**src/rtl/apb_tick_timer.sv**
```systemverilog
// APB down-counting tick timer: counts rising edges of the prescaler's tick level,
// flags expiry and raises a maskable level interrupt (one-shot or auto-reload).
module apb_tick_timer #(
  parameter int LOAD_W = 16
) (
  input  logic        PCLK,
  input  logic        PRESETn,
  input  logic        PSEL,
  input  logic        PENABLE,
  input  logic        PWRITE,
  input  logic [3:0]  PADDR,
  input  logic [31:0] PWDATA,
  output logic [31:0] PRDATA,
  output logic        PREADY,
  output logic        PSLVERR,
  input  logic        tick_in,
  output logic        irq
);

  typedef enum logic {S_IDLE = 1'b0, S_RUN = 1'b1} state_t;

  localparam logic [1:0] A_CTRL   = 2'd0;
  localparam logic [1:0] A_LOAD   = 2'd1;
  localparam logic [1:0] A_VALUE  = 2'd2;
  localparam logic [1:0] A_STATUS = 2'd3;
  localparam logic [LOAD_W-1:0] ONE = LOAD_W'(1);

  state_t              r_state, w_state_nxt;
  logic                r_periodic, r_ie, r_expired, r_tick_q;
  logic [LOAD_W-1:0]   r_load, r_value, w_value_nxt;
  logic                w_expired_nxt, w_tick_live;
  logic                w_wr, w_ctrl_wr, w_load_wr, w_status_wr, w_tick_pulse;
  logic [LOAD_W-1:0]   w_wdata_load;
  logic                w_unused;

  assign w_wr         = PSEL & PENABLE & PWRITE;
  assign w_ctrl_wr    = w_wr && (PADDR[3:2] == A_CTRL);
  assign w_load_wr    = w_wr && (PADDR[3:2] == A_LOAD);
  assign w_status_wr  = w_wr && (PADDR[3:2] == A_STATUS);
  assign w_tick_pulse = tick_in & ~r_tick_q;
  assign w_wdata_load = PWDATA[LOAD_W-1:0];
  assign w_unused     = ^{PADDR[1:0], PWDATA};

  assign PREADY  = 1'b1;
  assign PSLVERR = 1'b0;
  assign irq     = r_expired & r_ie;

  // Priority: CTRL/LOAD writes pre-empt a same-edge tick; expiry beats W1C.
  always_comb begin
    w_state_nxt   = r_state;
    w_value_nxt   = r_value;
    w_expired_nxt = r_expired;
    w_tick_live   = w_tick_pulse && (r_state == S_RUN);
    if (w_status_wr && PWDATA[0]) w_expired_nxt = 1'b0;
    if (w_ctrl_wr) begin
      if (PWDATA[0] && (r_state == S_IDLE)) begin
        w_state_nxt = S_RUN;
        w_value_nxt = r_load;
        w_tick_live = 1'b0;
      end else if (!PWDATA[0]) begin
        w_state_nxt = S_IDLE;
        w_tick_live = 1'b0;
      end
    end else if (w_load_wr) begin
      w_value_nxt = w_wdata_load;
      w_tick_live = 1'b0;
    end
    if (w_tick_live) begin
      if (r_value != '0) begin
        w_value_nxt = r_value - ONE;
      end else begin
        w_expired_nxt = 1'b1;
        if (r_periodic) w_value_nxt = r_load;
        else            w_state_nxt = S_IDLE;
      end
    end
  end

  always_ff @(posedge PCLK) begin
    if (!PRESETn) begin
      r_state    <= S_IDLE;
      r_periodic <= 1'b0;
      r_ie       <= 1'b0;
      r_expired  <= 1'b0;
      r_tick_q   <= 1'b0;
      r_load     <= '0;
      r_value    <= '0;
    end else begin
      r_state   <= w_state_nxt;
      r_value   <= w_value_nxt;
      r_expired <= w_expired_nxt;
      r_tick_q  <= tick_in;
      if (w_ctrl_wr) begin
        r_periodic <= PWDATA[1];
        r_ie       <= PWDATA[2];
      end
      if (w_load_wr) r_load <= w_wdata_load;
    end
  end

  always_comb begin
    PRDATA = '0;
    if (PSEL) begin
      case (PADDR[3:2])
        A_CTRL:   PRDATA[2:0] = {r_ie, r_periodic, r_state == S_RUN};
        A_LOAD:   PRDATA[LOAD_W-1:0] = r_load;
        A_VALUE:  PRDATA[LOAD_W-1:0] = r_value;
        A_STATUS: PRDATA[0] = r_expired;
        default:  PRDATA = '0;
      endcase
    end
  end

endmodule

```
**config.mk**
```make
export PLATFORM = sky130hd
export DESIGN_NAME = apb_tick_timer
export DESIGN_NICKNAME = d
export VERILOG_FILES = /design/src/rtl/apb_tick_timer.sv
export SDC_FILE = /design/constraint.sdc
export NUM_CORES = 1
export LEC_CHECK = 0
export BUFFER_PORTS_ARGS = -buffer_cell sky130_fd_sc_hd__buf_4
export CAP_MARGIN = 20
export CORE_MARGIN = 4
export CORE_UTILIZATION = 54
export CTS_BUF_LIST = sky130_fd_sc_hd__clkbuf_4 sky130_fd_sc_hd__clkbuf_8
export DETAILED_ROUTE_END_ITERATION = 8
export HOLD_SLACK_MARGIN = 0.02
export PLACE_DENSITY = 0.83
export SLEW_MARGIN = 5
export SYNTH_ARGS = -nofsm -noshare
export SYNTH_HDL_FRONTEND = slang
export SYNTH_SLANG_ARGS = --single-unit
```
**constraint.sdc**
```tcl
create_clock -name PCLK -period 2.15 [get_ports PCLK]
set_input_delay 0.1075 -clock PCLK [delete_from_list [all_inputs] [get_ports PCLK]]
set_output_delay 0.1075 -clock PCLK [all_outputs]
set_load 0.01 [all_outputs]
```
==> impl_metrics.toml, run 1 <==
[die]
ioPinCount = 77
coreArea_mm2 = 0.004504
start_util = 0.5775
rows = 24
dieArea_mm2 = 0.005992
fp.dieW_um = 77.41
chipHeight_um = 77.41

[cts]
cts-resized-gates = 0
root_buffer = "clkbuf_8"
cts_buffer_depth = 2
cts_tree = "built"
post_cts.repair.setup_buffers = 0
cts_max_level = 2
hold_buffers = 0
clk_latency_ns = 0.29
cts-buffers-inserted = 5
clkTransAtPathRegs_ns = 0.08
clock_sinks = 37

[synth]
yosys_warnings = 0
async_reset_ff_frac = 0
ys_ff_latch = 37
syn_inst = 341
synth_area_leaders = "dfxtp_1 28%, a21oi_1 9.0%, nand2_1 5.9%"
synth-seq-area-share = 0.2848
synth_area_per_cell_um2 = 7.628
synthesis.area_mm2 = 0.002601
synth_ff_type = "dfxtp_1"
synth_top_area_share = 0.2848
synth_edf_count = 0
synth.distinct_cells = 52
synth_top_area_cell = "dfxtp_1"

[final_layout]
fin_cells = 434
num-nets-final = 431
num_antenna_cells = 0
drive_above_1_share = 0.2120
finalInstanceArea_mm2 = 0.003034
nFillCells = 389
most-common-layout-cells = "62 x buf_4, 47 x a21oi_1, 41 x nand2_1, 37 x dfxtp_1, 27 x nor2_1"
area_growth_pct = 16.64
layout_commonest_cell = "buf_4"

[setup_path]
worstSetupStartpointType = "register"
path_class = "reg -> reg"
cp_data_arrival_time_ns = 2.18
required_ns = 2.32
path_max_fanout = 13
cp-end-kind = "register"

[power]
power_density_mw_per_mm2 = 517.4
ir_worst_vdd_mv = 0.4329
p_leak_uw = 0.001210
p_total_uw = 1570

[sta]
rsz0062_at_grt = "no"
clock.fmax_ghz = 0.4979
finalCritPeriodShare = 0.9341
period_needed_ns = 2.008
setup_viol = 0
worst_pin_slew_ns = 0.6779
setup-tns-final_ns = 0
max_slew_margin = 0.5470
fin_skew_ns = 0.003741
finalMaxSlewViolations = 0
final_hold_viol_count = 0

[place]
place_area_mm2 = 0.002919
gp_congestion = 0.9197
dp.cells = 425
dp_hpwl_mm = 5.228
io_buffers = 40

[outcome]
status = "finished clean"

[drt]
avgRoutedWirePerCell_um = 17.76
drt_iter0_drc = 300
vias = 2754
viasPerCell = 6.346
first_pass_iters = 5
drc = 0
routed_wl_mm = 7.706
antenna_left = 0

[grt]
track_usage = 0.2454
antenna_found_initial = 0
grt_max_degree = 21
grt_pass1_wl_mm = 12.19
grt_pass1_vias = 2454
grt.overflow.total = 0

[run]
cap_violations = 0

[min_path]
hp-class = "in -> reg"
-- power by group --
| part | internal, µW | total (µW) | switching [µW] |
|---|---|---|---|
| Sequential | 694 | 707 | 12.2 |
| Combinational | 124 | 313 | 189 |
| Clock | 290 | 550 | 260 |
| Total | 1110 | 1570 | 461 |
-- metrics by stage --
step                utilization  setup slack, ns  hold WS [ns]
finish                   0.6736           0.1418       0.03953
global route             0.6736          0.03773       0.03458
CTS                      0.6706           0.1452       0.04330
detailed placement       0.6481         -0.06223        0.3424
global placement         0.6481          0.06583        0.3330
floorplan                     -           0.2771        0.2250
-- final cells by class --
class	count	area [µm²]	area share
multi-input combinational	268	1635	0.5390
sequential	37	740.7	0.2441
timing repair buffer	62	465.4	0.1534
clock buffer	7	96.34	0.03175
tap	52	65.06	0.02144
inverter	7	26.28	0.008660
clock inverter	1	5.005	0.001649
-- Yosys cell counts, drive strengths merged, types with 3 or more instances --
cell	n
o32ai	4
a22oi	13
nand2	41
nor4	3
inv	7
a21oi	47
xnor2	3
o22ai	7
and2	6
ha	8
nor2	27
xor2	4
buf	25
nor3b	3
nand3	11
a222oi	6
and3	4
o21ai	7
dfxtp	37
a22o	13
nand2b	5
nor3	8
clkbuf	20
a311o	3
o21a	5
-- worst max-delay path, cell delays in order, from the launching register on --
cell and delay [ns]:
dfxtp_1 0.34, inv_1 0.08, ha_1 0.20, nor4b_2 0.17, and4_1 0.22, buf_4 0.18, a211oi_4 0.31, nand2b_4 0.28
o22ai_1 0.11
-- kinds of logic after synthesis --
group           Yosys count  synth area share
simple gates            119            0.2318
compound gates          115            0.3026
buf+inv                  52            0.1121
flops                    37            0.2848
fa+ha+maj                 8           0.03848
xor+xnor                  7           0.02357
other cells               2          0.002887
mux                       1          0.003848
-- sequential cells by signal, indices dropped and copies added (netlist names) --
| signal | cells |
|---|---|
| r_state | 1 |
| r_value | 16 |
| r_tick_q | 1 |
| r_ie | 1 |
| r_periodic | 1 |
| r_load | 16 |
| r_expired | 1 |
-- worst paths after layout --
kind,slack (ns),depth (start not counted),to,startpoint
max,0.14,8,r_value[7]$_SDFF_PN0_,r_value[0]$_SDFF_PN0_
min,0.04,2,r_tick_q$_SDFF_PN0_,tick_in
max reg2reg,0.14,8,r_value[7]$_SDFF_PN0_,r_value[0]$_SDFF_PN0_
min reg2reg,0.49,2,r_ie$_SDFFE_PN0P_,r_ie$_SDFFE_PN0P_
-- routing by layer --
layer  vias to the layer above  wire length (µm)  GRT usage
li1                       1278                 -          -
met2                       163              3602     0.3895
met5                         -                 0          0
met4                         0                73    0.07295
met3                        12               736    0.04167
met1                      1301              3294     0.3424
No activity file was read; power rests on OpenSTA's default activity.
==> run 2: changes to the inputs <==
- RECOVER_POWER: not set -> 25
==> run 2 against run 1 <==
  * Die area stayed put
  * Critical path depth stayed put
  * Combinational power is 1% lower
  * Via count is 0.80% lower
  * Maximum frequency hardly changed
  * Worst setup slack better by 0.0012 ns
  * Global-route usage stayed put
  * Sequential share of layout area is 0.15 points higher
  * Clock power hardly changed
  * Core utilization is 0.42 points lower
  * Critical path type unchanged
  * Critical endpoint is now r_value[6]$_SDFF_PN0_
==> impl_metrics.toml, run 2 (same netlist as run 1, synthesis figures left out) <==
[sta]
setup_viol = 0
finalCritPeriodShare = 0.9335
finalMaxSlewViolations = 0
max_slew_margin = 0.5624
period_needed_ns = 2.007
rsz0062_at_grt = "no"
worst_pin_slew_ns = 0.6548
setup-tns-final_ns = 0
fin_skew_ns = 0.005851
clock.fmax_ghz = 0.4982
final_hold_viol_count = 0

[grt]
use_met1 = 0.3424
met2_usage = 0.3895
antenna_found_initial = 0
track_usage = 0.2454
grt_use_met3 = 0.04167
grt_pass1_wl_mm = 12.19
grt_max_degree = 21
grt_pass1_vias = 2454
grt.overflow.total = 0
top_usage_layer = "met2"

[setup_path]
path_class = "reg -> reg"
critPathSlowestCell = "dfxtp_1"
cp-end-kind = "register"
path_cells = "inv_1 -> ha_1 -> nor4b_2 -> and4_1 -> buf_4 -> a211oi_4 -> nand2b_4 -> o22ai_1"
worstSetupStartpointType = "register"
required_ns = 2.32
slowest_delay_ns = 0.34
cp_data_arrival_time_ns = 2.18
path_max_fanout = 13

[power]
p_total_uw = 1567
p_leak_uw = 0.001192
power_density_mw_per_mm2 = 519.5
ir_worst_vdd_mv = 0.4351

[final_layout]
area_growth_pct = 15.92
fin_cells = 434
nFillCells = 395
num-nets-final = 431
top_regs = "r_load: 16 flops, r_value: 16 flops"
layout_commonest_cell = "buf_4"
most-common-layout-cells = "57 x buf_4, 47 x a21oi_1, 41 x nand2_1, 37 x dfxtp_1, 27 x nor2_1"
drive_above_1_share = 0.1990
finalInstanceArea_mm2 = 0.003015
num_antenna_cells = 0

[outcome]
status = "finished clean"

[drt]
antenna_left = 0
avgRoutedWirePerCell_um = 17.60
drc = 0
drt_iter0_drc = 272
viasPerCell = 6.295
first_pass_iters = 5
vias = 2732
routed_wl_mm = 7.638

[die]
rows = 24
chipHeight_um = 77.41
coreArea_mm2 = 0.004504
start_util = 0.5775
fp.dieW_um = 77.41
ioPinCount = 77
dieArea_mm2 = 0.005992

[run]
cap_violations = 0

[place]
io_buffers = 40
place_area_mm2 = 0.002919
dp.cells = 425
dp_hpwl_mm = 5.228
gp_congestion = 0.9197

[cts]
cts_tree = "built"
clock_sinks = 37
root_buffer = "clkbuf_8"
clkTransAtPathRegs_ns = 0.08
hold_buffers = 0
cts_buffer_depth = 2
cts-buffers-inserted = 5
cts_max_level = 2
cts-resized-gates = 0
post_cts.repair.setup_buffers = 0
clk_latency_ns = 0.29

[min_path]
hp-class = "in -> reg"
## run 2: cell type report
cell class                      instances  area [µm²]  area share
Multi-Input combinational cell        268        1635      0.5423
Sequential cell                        37       740.7      0.2456
Clock inverter                          1       5.005    0.001660
Inverter                                7       26.28    0.008714
Clock buffer                            7       96.34     0.03195
Timing Repair Buffer                   62       446.7      0.1481
Tap cell                               52       65.06     0.02158
## run 2: worst max-delay path: cells and delay by family, from the launching register on
| family | cells | cell delay (ns) |
|---|---|---|
| DFF | 1 | 0.34 |
| AOI/OAI and AO/OA | 2 | 0.42 |
| and+or+nand+nor | 3 | 0.67 |
| adders and majority gates | 1 | 0.20 |
| buffers and inverters | 2 | 0.26 |
## run 2: metal layers
| layer | share of wire | vias up |
|---|---|---|
| met1 | 0.42 | 1277 |
| met2 | 0.47 | 155 |
| met4 | 0.014 | 0 |
| li1 | - | 1280 |
| met3 | 0.096 | 20 |
| met5 | 0 | - |
## run 2: path summary, 6_finish.rpt
path,start,cells after the start,end,slack [ns]
max,r_value[0]$_SDFF_PN0_,8,r_value[6]$_SDFF_PN0_,0.14
min,tick_in,2,r_tick_q$_SDFF_PN0_,0.04
min reg2reg,r_load[6]$_SDFFE_PN0P_,2,r_load[6]$_SDFFE_PN0P_,0.49
max reg2reg,r_value[0]$_SDFF_PN0_,8,r_value[6]$_SDFF_PN0_,0.14
## run 2: where the power goes
part	switching [µW]	internal [µW]	total [µW]	leakage, µW
Combinational	188	122	309	0.000839
Clock	261	290	551	0.0000542
Sequential	12.2	694	707	0.000299
## run 2: stage by stage
stage            util  setup slack, ns  hold slack (ns)
6_report       0.6694           0.1429          0.04237
5_1_grt        0.6694          0.03718          0.03458
4_1_cts        0.6706           0.1452          0.04330
3_5_place_dp   0.6481         -0.06223           0.3424
3_3_place_gp   0.6481          0.06583           0.3330
2_1_floorplan       -           0.2771           0.2250
